## src/rtl/register_file_pkg.sv

```systemverilog
// Shared constants for the decode-stage register file.
package register_file_pkg;

  localparam int REG_DATA_WIDTH = 32;
  localparam int REG_ADDR_WIDTH = 5;
  localparam int NUM_REGS       = 2 ** REG_ADDR_WIDTH;
  localparam logic [REG_ADDR_WIDTH-1:0] REG_ZERO = 5'd0;

  // True when a write-back request actually targets storage ($zero has none).
  function automatic logic reg_write_hits(input logic                      we,
                                          input logic [REG_ADDR_WIDTH-1:0] addr);
    return we && (addr != REG_ZERO);
  endfunction

endpackage

```

## src/rtl/register_file_read_port.sv

```systemverilog
// One combinational read port: $zero, optional write-through bypass, then stored value.
module register_file_read_port
  import register_file_pkg::*;
#(
  parameter int DATA_WIDTH = REG_DATA_WIDTH,
  parameter int ADDR_WIDTH = REG_ADDR_WIDTH,
  parameter int NUM        = 2 ** ADDR_WIDTH
) (
  input  logic [ADDR_WIDTH-1:0] addr_i,
  input  logic [DATA_WIDTH-1:0] regs_i [1:NUM-1],
  input  logic                  byp_en_i,
  input  logic [ADDR_WIDTH-1:0] byp_addr_i,
  input  logic [DATA_WIDTH-1:0] byp_data_i,
  output logic [DATA_WIDTH-1:0] data_o
);

  always_comb begin
    data_o = '0;
    if (addr_i == '0) begin
      data_o = '0;
    end else if (byp_en_i && (byp_addr_i == addr_i)) begin
      data_o = byp_data_i;
    end else begin
      data_o = regs_i[addr_i];
    end
  end

endmodule

```

## src/rtl/register_file.sv

```systemverilog
// MIPS GPR file: 32x32, two combinational read ports, one synchronous write port.
// Define REGFILE_BYPASS_EN to forward same-cycle write data onto matching read ports.
module register_file
  import register_file_pkg::*;
#(
  parameter int DATA_WIDTH = REG_DATA_WIDTH,
  parameter int ADDR_WIDTH = REG_ADDR_WIDTH
) (
  input  logic                  clock_i,
  input  logic                  reset_i,
  input  logic [ADDR_WIDTH-1:0] read_addr_1_i,
  input  logic [ADDR_WIDTH-1:0] read_addr_2_i,
  output logic [DATA_WIDTH-1:0] read_data_1_o,
  output logic [DATA_WIDTH-1:0] read_data_2_o,
  input  logic                  should_write_i,
  input  logic [ADDR_WIDTH-1:0] write_addr_i,
  input  logic [DATA_WIDTH-1:0] write_data_i
);

  localparam int NUM = 2 ** ADDR_WIDTH;

  logic [DATA_WIDTH-1:0] regs_q [1:NUM-1];
  logic                  wr_hit;
  logic                  byp_en;

  assign wr_hit = should_write_i && (write_addr_i != '0);

`ifdef REGFILE_BYPASS_EN
  assign byp_en = wr_hit && !reset_i;
`else
  assign byp_en = 1'b0;
`endif

  always_ff @(posedge clock_i or posedge reset_i) begin
    if (reset_i) begin
      for (int i = 1; i < NUM; i++) begin
        regs_q[i] <= '0;
      end
    end else if (wr_hit) begin
      regs_q[write_addr_i] <= write_data_i;
    end
  end

  register_file_read_port #(
    .DATA_WIDTH(DATA_WIDTH),
    .ADDR_WIDTH(ADDR_WIDTH),
    .NUM       (NUM)
  ) u_port_1 (
    .addr_i    (read_addr_1_i),
    .regs_i    (regs_q),
    .byp_en_i  (byp_en),
    .byp_addr_i(write_addr_i),
    .byp_data_i(write_data_i),
    .data_o    (read_data_1_o)
  );

  register_file_read_port #(
    .DATA_WIDTH(DATA_WIDTH),
    .ADDR_WIDTH(ADDR_WIDTH),
    .NUM       (NUM)
  ) u_port_2 (
    .addr_i    (read_addr_2_i),
    .regs_i    (regs_q),
    .byp_en_i  (byp_en),
    .byp_addr_i(write_addr_i),
    .byp_data_i(write_data_i),
    .data_o    (read_data_2_o)
  );

endmodule
```

## config.mk

```make
export PLATFORM = sky130hd
export DESIGN_NAME = register_file
export DESIGN_NICKNAME = d
export VERILOG_FILES = /design/src/rtl/register_file_pkg.sv /design/src/rtl/register_file_read_port.sv /design/src/rtl/register_file.sv
export SDC_FILE = /design/constraint.sdc
export NUM_CORES = 2
export LEC_CHECK = 0
export CAP_MARGIN = 10
export CORE_UTILIZATION = 50
export DETAILED_ROUTE_END_ITERATION = 10
export GPL_TIMING_DRIVEN = 0
export HOLD_SLACK_MARGIN = 0.08
export PLACE_DENSITY = 0.63
export SLEW_MARGIN = 10
export SYNTH_ARGS = -nofsm -noshare
export SYNTH_HDL_FRONTEND = slang
export SYNTH_HIERARCHICAL = 1
export SYNTH_SLANG_ARGS = --single-unit
```

## constraint.sdc

```tcl
create_clock -name clock_i -period 45.1 [get_ports clock_i]
set_input_delay 9.02 -clock clock_i [delete_from_list [all_inputs] [get_ports clock_i]]
set_output_delay 9.02 -clock clock_i [all_outputs]
set_load 0.02 [all_outputs]
```

Word-level counts from Yosys, hierarchy flattened. Index checks and enable logic that the tools add are counted.

Output and inout bits: 64. Register bits: 992. Bits in read-only memories: 0. Memories: 0. RAM bits: 0. Input port bits: 50. Bits in latches: 0.

Add/sub/neg operators: 0. Reductions and logical operators: 5. Bitwise logic cells: 3. Equality and inequality tests: 0. Magnitude comparators: 4. Div/mod/pow operators: 0. Mux-type cells: 11. Shift operators: 0. Multipliers: 0.

Operators by type and width (number): $bwmux 992 (1); $bmux 32 s5 (2); $mux 32 (7); $demux 32 s5 (1); $ge 6x6->1 const B (3); $not 5->6 (3); $logic_not 5->1 (2); $lt 6x1->1 const B (1); $reduce_bool 5->1 (1); $logic_and 1x1->1 (2).

Logic depth before layout (Yosys ltp).
Word-level depth: 6. Depth in mapped cells: 10.

Cells and area by module. The synthesis kept the hierarchy.

By module, submodules not included: register_file (times used 1, area an instance 37160.6 µm², cells an instance 2225); register_file_read_port (times used 2, area an instance 8763.4 µm², cells an instance 853).

Worst setup path before layout. No wires, ideal clock.

Path type: input to output. Start: input read_addr_1_i[0]. End: output read_data_1_o[0]. Data arrival time: 10645 ps. Stages: 10. Path slack: 25435 ps. Buffers on the path: 5. Required time: 36080 ps. Path through: buf_6 buf_6 buf_6 buf_6 nand2_1 clkbuf_1 o22ai_1 nor3_1 a21oi_1 a31oi_1.

Cells in the longest elaborated chain, start to end: 5. Elaborated cells on any way between the ends: 6. Those cells by class: 4 x mux; 1 x bitwise; 1 x reduce/logical.

Ends and longest elaborated chain: start, declared (RTL line register_file.sv:11) `input logic [ADDR_WIDTH-1:0] read_addr_1_i,`; $not 5->6 (implied by the code) (RTL line register_file_read_port.sv:24) `data_o = regs_i[addr_i];`; $bmux 32 s5 (RTL line register_file_read_port.sv:24); $mux 32 (implied by the code) (2 in series) (RTL line register_file_read_port.sv:24); $mux 32 * (RTL line register_file_read_port.sv:19) `if (addr_i == '0) begin`; end, declared (RTL line register_file.sv:13) `output logic [DATA_WIDTH-1:0] read_data_1_o,`.

Every way passes the cells marked *; elsewhere a longest branch is shown, timed or not. The select of a mux whose other input is x is not followed.

Worst setup path in the final report.
Start: input read_addr_2_i[1]. End: output read_data_2_o[9].

Cells in the longest elaborated chain, start to end: 5. Elaborated cells on any way between the ends: 6. Those cells by class: 4 x mux; 1 x bitwise; 1 x reduce/logical.

Ends and longest elaborated chain: start, declared (RTL line register_file.sv:12) `input logic [ADDR_WIDTH-1:0] read_addr_2_i,`; $not 5->6 (implied by the code) (RTL line register_file_read_port.sv:24); $bmux 32 s5 (RTL line register_file_read_port.sv:24); $mux 32 (implied by the code) (2 in series) (RTL line register_file_read_port.sv:24); $mux 32 * (RTL line register_file_read_port.sv:19); end, declared (RTL line register_file.sv:14) `output logic [DATA_WIDTH-1:0] read_data_2_o,`.

Marked as above.

==> results.md <==
Routing
- routed via count: 39.8k
- drt first-iter violations: 4,861
- number of optimization iterations in the first detailed-route pass: 9
- Antenna Nets Post-Route: 0
- Residual DRC: 0
- Routed WL per cell: 38.6 um
- vias per std cell: 7.03
- detailed-route wire length: 218,000 um

Placed design
- Cells after DPL: 5,455
- weighted congestion at the end of routability-driven global placement: 1.05
- worst setup slack before clock tree synthesis: 22,530 ps
- buffers added on ports: 109
- dpl cell area: 0.0578 sq mm
- post-DP HPWL: 164,000 um

Logic synthesis
- list of most frequent post-synthesis cells: sky130_fd_sc_hd__mux2_2 (1,246), sky130_fd_sc_hd__dfrtp_1 (992), sky130_fd_sc_hd__mux4_2 (326)
- sequential share of the synthesized area: 45.4%
- Mapped Cells: 3,931
- Post-Synthesis Cell Area: 0.0547 sq mm
- proportion of synthesized flip-flops having asynchronous set or reset: 100%
- count of cell types in the netlist: 46
- number of synthesized flops with an enable pin: 0
- most numerous cell in the Yosys netlist: sky130_fd_sc_hd__mux2_2
- synth top area cells: sky130_fd_sc_hd__dfrtp_1 (45%), sky130_fd_sc_hd__mux2_2 (26%), sky130_fd_sc_hd__mux4_2 (13%)
- register bit total from synthesis: 992
- top-area cell type share of the netlist area: 45.4%
- largest area contributor in the netlist: sky130_fd_sc_hd__dfrtp_1
- number of warning messages in the yosys log: 6
- predominant post-synthesis flop cell: sky130_fd_sc_hd__dfrtp_1
- mean cell area of the mapped netlist: 13.9 sq um

CTS
- worst-case clock buffer depth: 3
- number of resized instances in the post-cts repair step: 0
- Clock Tree Root: sky130_fd_sc_hd__clkbuf_16
- number of clock sinks: 992
- clock transition at the register clock pins on the worst setup and hold paths after CTS: 70 ps
- htree depth: 3
- number of hold buffers added after cts: 0
- postcts setup bufs: 0
- total clock buffers created by CTS: 109
- CTS tree: built
- clock insertion delay at the later pin of the skew report: 700 ps

STA
- unrepaired setup endpoints after global routing: false
- timing-limited maximum frequency: 43.7 MHz
- Final TNS setup: 0 ps
- Rel. slew slack: 13.7%
- Tightest Pin Transition: 1290 ps
- final hold viol count: 0
- ratio of final minimum period to clock period: 50.8%
- worst hold margin: 517 ps
- worst path setup slack after routing: 22,210 ps
- Final Setup Violations: 0
- Period minus WS final: 22,890 ps
- Max Clock Skew: 0 ps
- Slew Viols, Final: 0

Pwr
- Static Leak: 26.5 nW
- worst ir drop on vdd: 0.0349 mV
- pwr/cell area: 46.4 mW/mm^2
- overall power: 2.87 mW

Final layout
- final core area utilization: 57.3%
- largest registers: regs_q x992
- total number of nets in the final design: 4,213
- fraction of layout instances using a drive strength above 1: 46.1%
- flip-flop count of the largest register after layout: 992
- total of fill cells in the finished design: 8,861
- post-synthesis to final-layout area growth: 13.0%
- Finished Cell Area: 0.0618 sq mm
- register bank with the most flops: regs_q
- final instance count without filler cells: 5,659

Critical path
- data arrival time of the worst path: 13,870 ps
- worst reg2reg endpoint: regs_q[637]$_DFFE_PP0P_
- critical path endpoint category: output pin
- category of the worst setup path launch point: input pin
- crit path max fanout: 10
- r2r setup slk: 44,280 ps
- critical path required time: 36,080 ps
- Crit Reg-Reg Startpoint: regs_q[637]$_DFFE_PP0P_
- critical path class: input pin to output pin
- length in cells of the worst reg-to-reg path: 1

GRT
- number of antenna violations at the first check in global routing: 7
- largest net degree at the start of global routing: 113
- wire length of the first global-routing pass: 304,000 um
- vias in the first global route: 39.5k
- gr usage total: 39.5%
- final global-route overflow total: 0

Run
- max_cap viols: 0

Worst hold path
- end of the worst hold path: regs_q[119]$_DFFE_PP0P_
- worst min-delay path startpoint: regs_q[119]$_DFFE_PP0P_
- worst hold path class: flop to flop
- Hold Path Stages: 1

Floorplan
- starting utilization of the core area: 50.7%
- vertical die dimension: 333 um
- floorplan die width: 333 um
- Top Ports: 114
- core area: 0.108 sq mm
- count of standard-cell rows: 120
- floorplan die area: 0.111 sq mm

Outcome
- outcome: completed

## power by group
group	total [mW]	internal (mW)	leakage, nW	switching [mW]
registers	1.19	1.06	12.7	0.125
logic	0.671	0.347	11.8	0.323
clock network	1.01	0.615	1.97	0.391
## area by class of cell
cell class | instances | area [sq um] | share of cell area (%)
multi-input combinational | 2509 | 27700 | 44.8
tap | 1403 | 1760 | 2.84
clock inverter | 48 | 821 | 1.33
antenna | 3 | 7.51 | 0.0121
sequential | 992 | 24800 | 40.2
buffer | 432 | 2160 | 3.50
timing repair buffer | 118 | 1340 | 2.17
clock buffer | 153 | 3180 | 5.14
inverter | 1 | 11.3 | 0.0182
## routing by layer
metal,GRT usage [%],wire length (um),up-vias
li1,-,-,15600
met1,51.9,82900,21000
met2,58.2,94900,2494
met3,8.81,21600,644
met4,28.0,18800,6
met5,0,40,-
## layout by cell type, fill, tap and decap left out, types with 22 or more instances in the layout
| master | n |
|---|---|
| sky130_fd_sc_hd__o221ai_1 | 80 |
| sky130_fd_sc_hd__and3_1 | 22 |
| sky130_fd_sc_hd__bufinv_16 | 22 |
| sky130_fd_sc_hd__buf_6 | 37 |
| sky130_fd_sc_hd__clkbuf_1 | 255 |
| sky130_fd_sc_hd__o22ai_1 | 82 |
| sky130_fd_sc_hd__clkbuf_8 | 22 |
| sky130_fd_sc_hd__nor4_1 | 22 |
| sky130_fd_sc_hd__a22oi_1 | 46 |
| sky130_fd_sc_hd__nor3_1 | 80 |
| sky130_fd_sc_hd__clkbuf_16 | 112 |
| sky130_fd_sc_hd__dfrtp_1 | 992 |
| sky130_fd_sc_hd__buf_2 | 132 |
| sky130_fd_sc_hd__a221oi_1 | 42 |
| sky130_fd_sc_hd__a21oi_1 | 42 |
| sky130_fd_sc_hd__o21ai_0 | 106 |
| sky130_fd_sc_hd__clkdlybuf4s50_1 | 109 |
| sky130_fd_sc_hd__a31oi_1 | 40 |
| sky130_fd_sc_hd__mux2_2 | 1246 |
| sky130_fd_sc_hd__nand2_1 | 60 |
| sky130_fd_sc_hd__nor2b_1 | 92 |
| sky130_fd_sc_hd__mux2i_1 | 104 |
| sky130_fd_sc_hd__mux4_2 | 326 |
## cell families after synthesis
family,count (synthesis),share of synthesized area (%)
compound gates,466,5.79
flops,992,45.4
simple gates,339,3.41
mux,1690,41.3
xor+xnor,10,0.160
buf+inv,433,3.96
other cells,1,0.00686
## critical path, stage by stage
cell and delay [ps]:
sky130_fd_sc_hd__clkdlybuf4s50_1 740, sky130_fd_sc_hd__buf_2 370, sky130_fd_sc_hd__nor2b_1 170, sky130_fd_sc_hd__clkbuf_1 270, sky130_fd_sc_hd__clkbuf_1 720, sky130_fd_sc_hd__a22oi_1 190, sky130_fd_sc_hd__o21ai_0 870, sky130_fd_sc_hd__a21oi_1 160
sky130_fd_sc_hd__a31oi_1 610, sky130_fd_sc_hd__clkdlybuf4s50_1 750
## how the worst max path moves through the flow
stage,startpoint,cells after the start,to,slack (ps)
after floorplan,reset_i,1,regs_q[0]$_DFFE_PP0P_,8170
after global placement,reset_i,2,regs_q[837]$_DFFE_PP0P_,-4410
after detailed placement,read_addr_1_i[1],10,read_data_1_o[9],22530
after CTS,read_addr_1_i[1],10,read_data_1_o[9],22520
after global routing,read_addr_1_i[1],10,read_data_1_o[9],22230
final,read_addr_2_i[1],10,read_data_2_o[9],22210
Note: power is estimated with default switching activity, not from simulation.
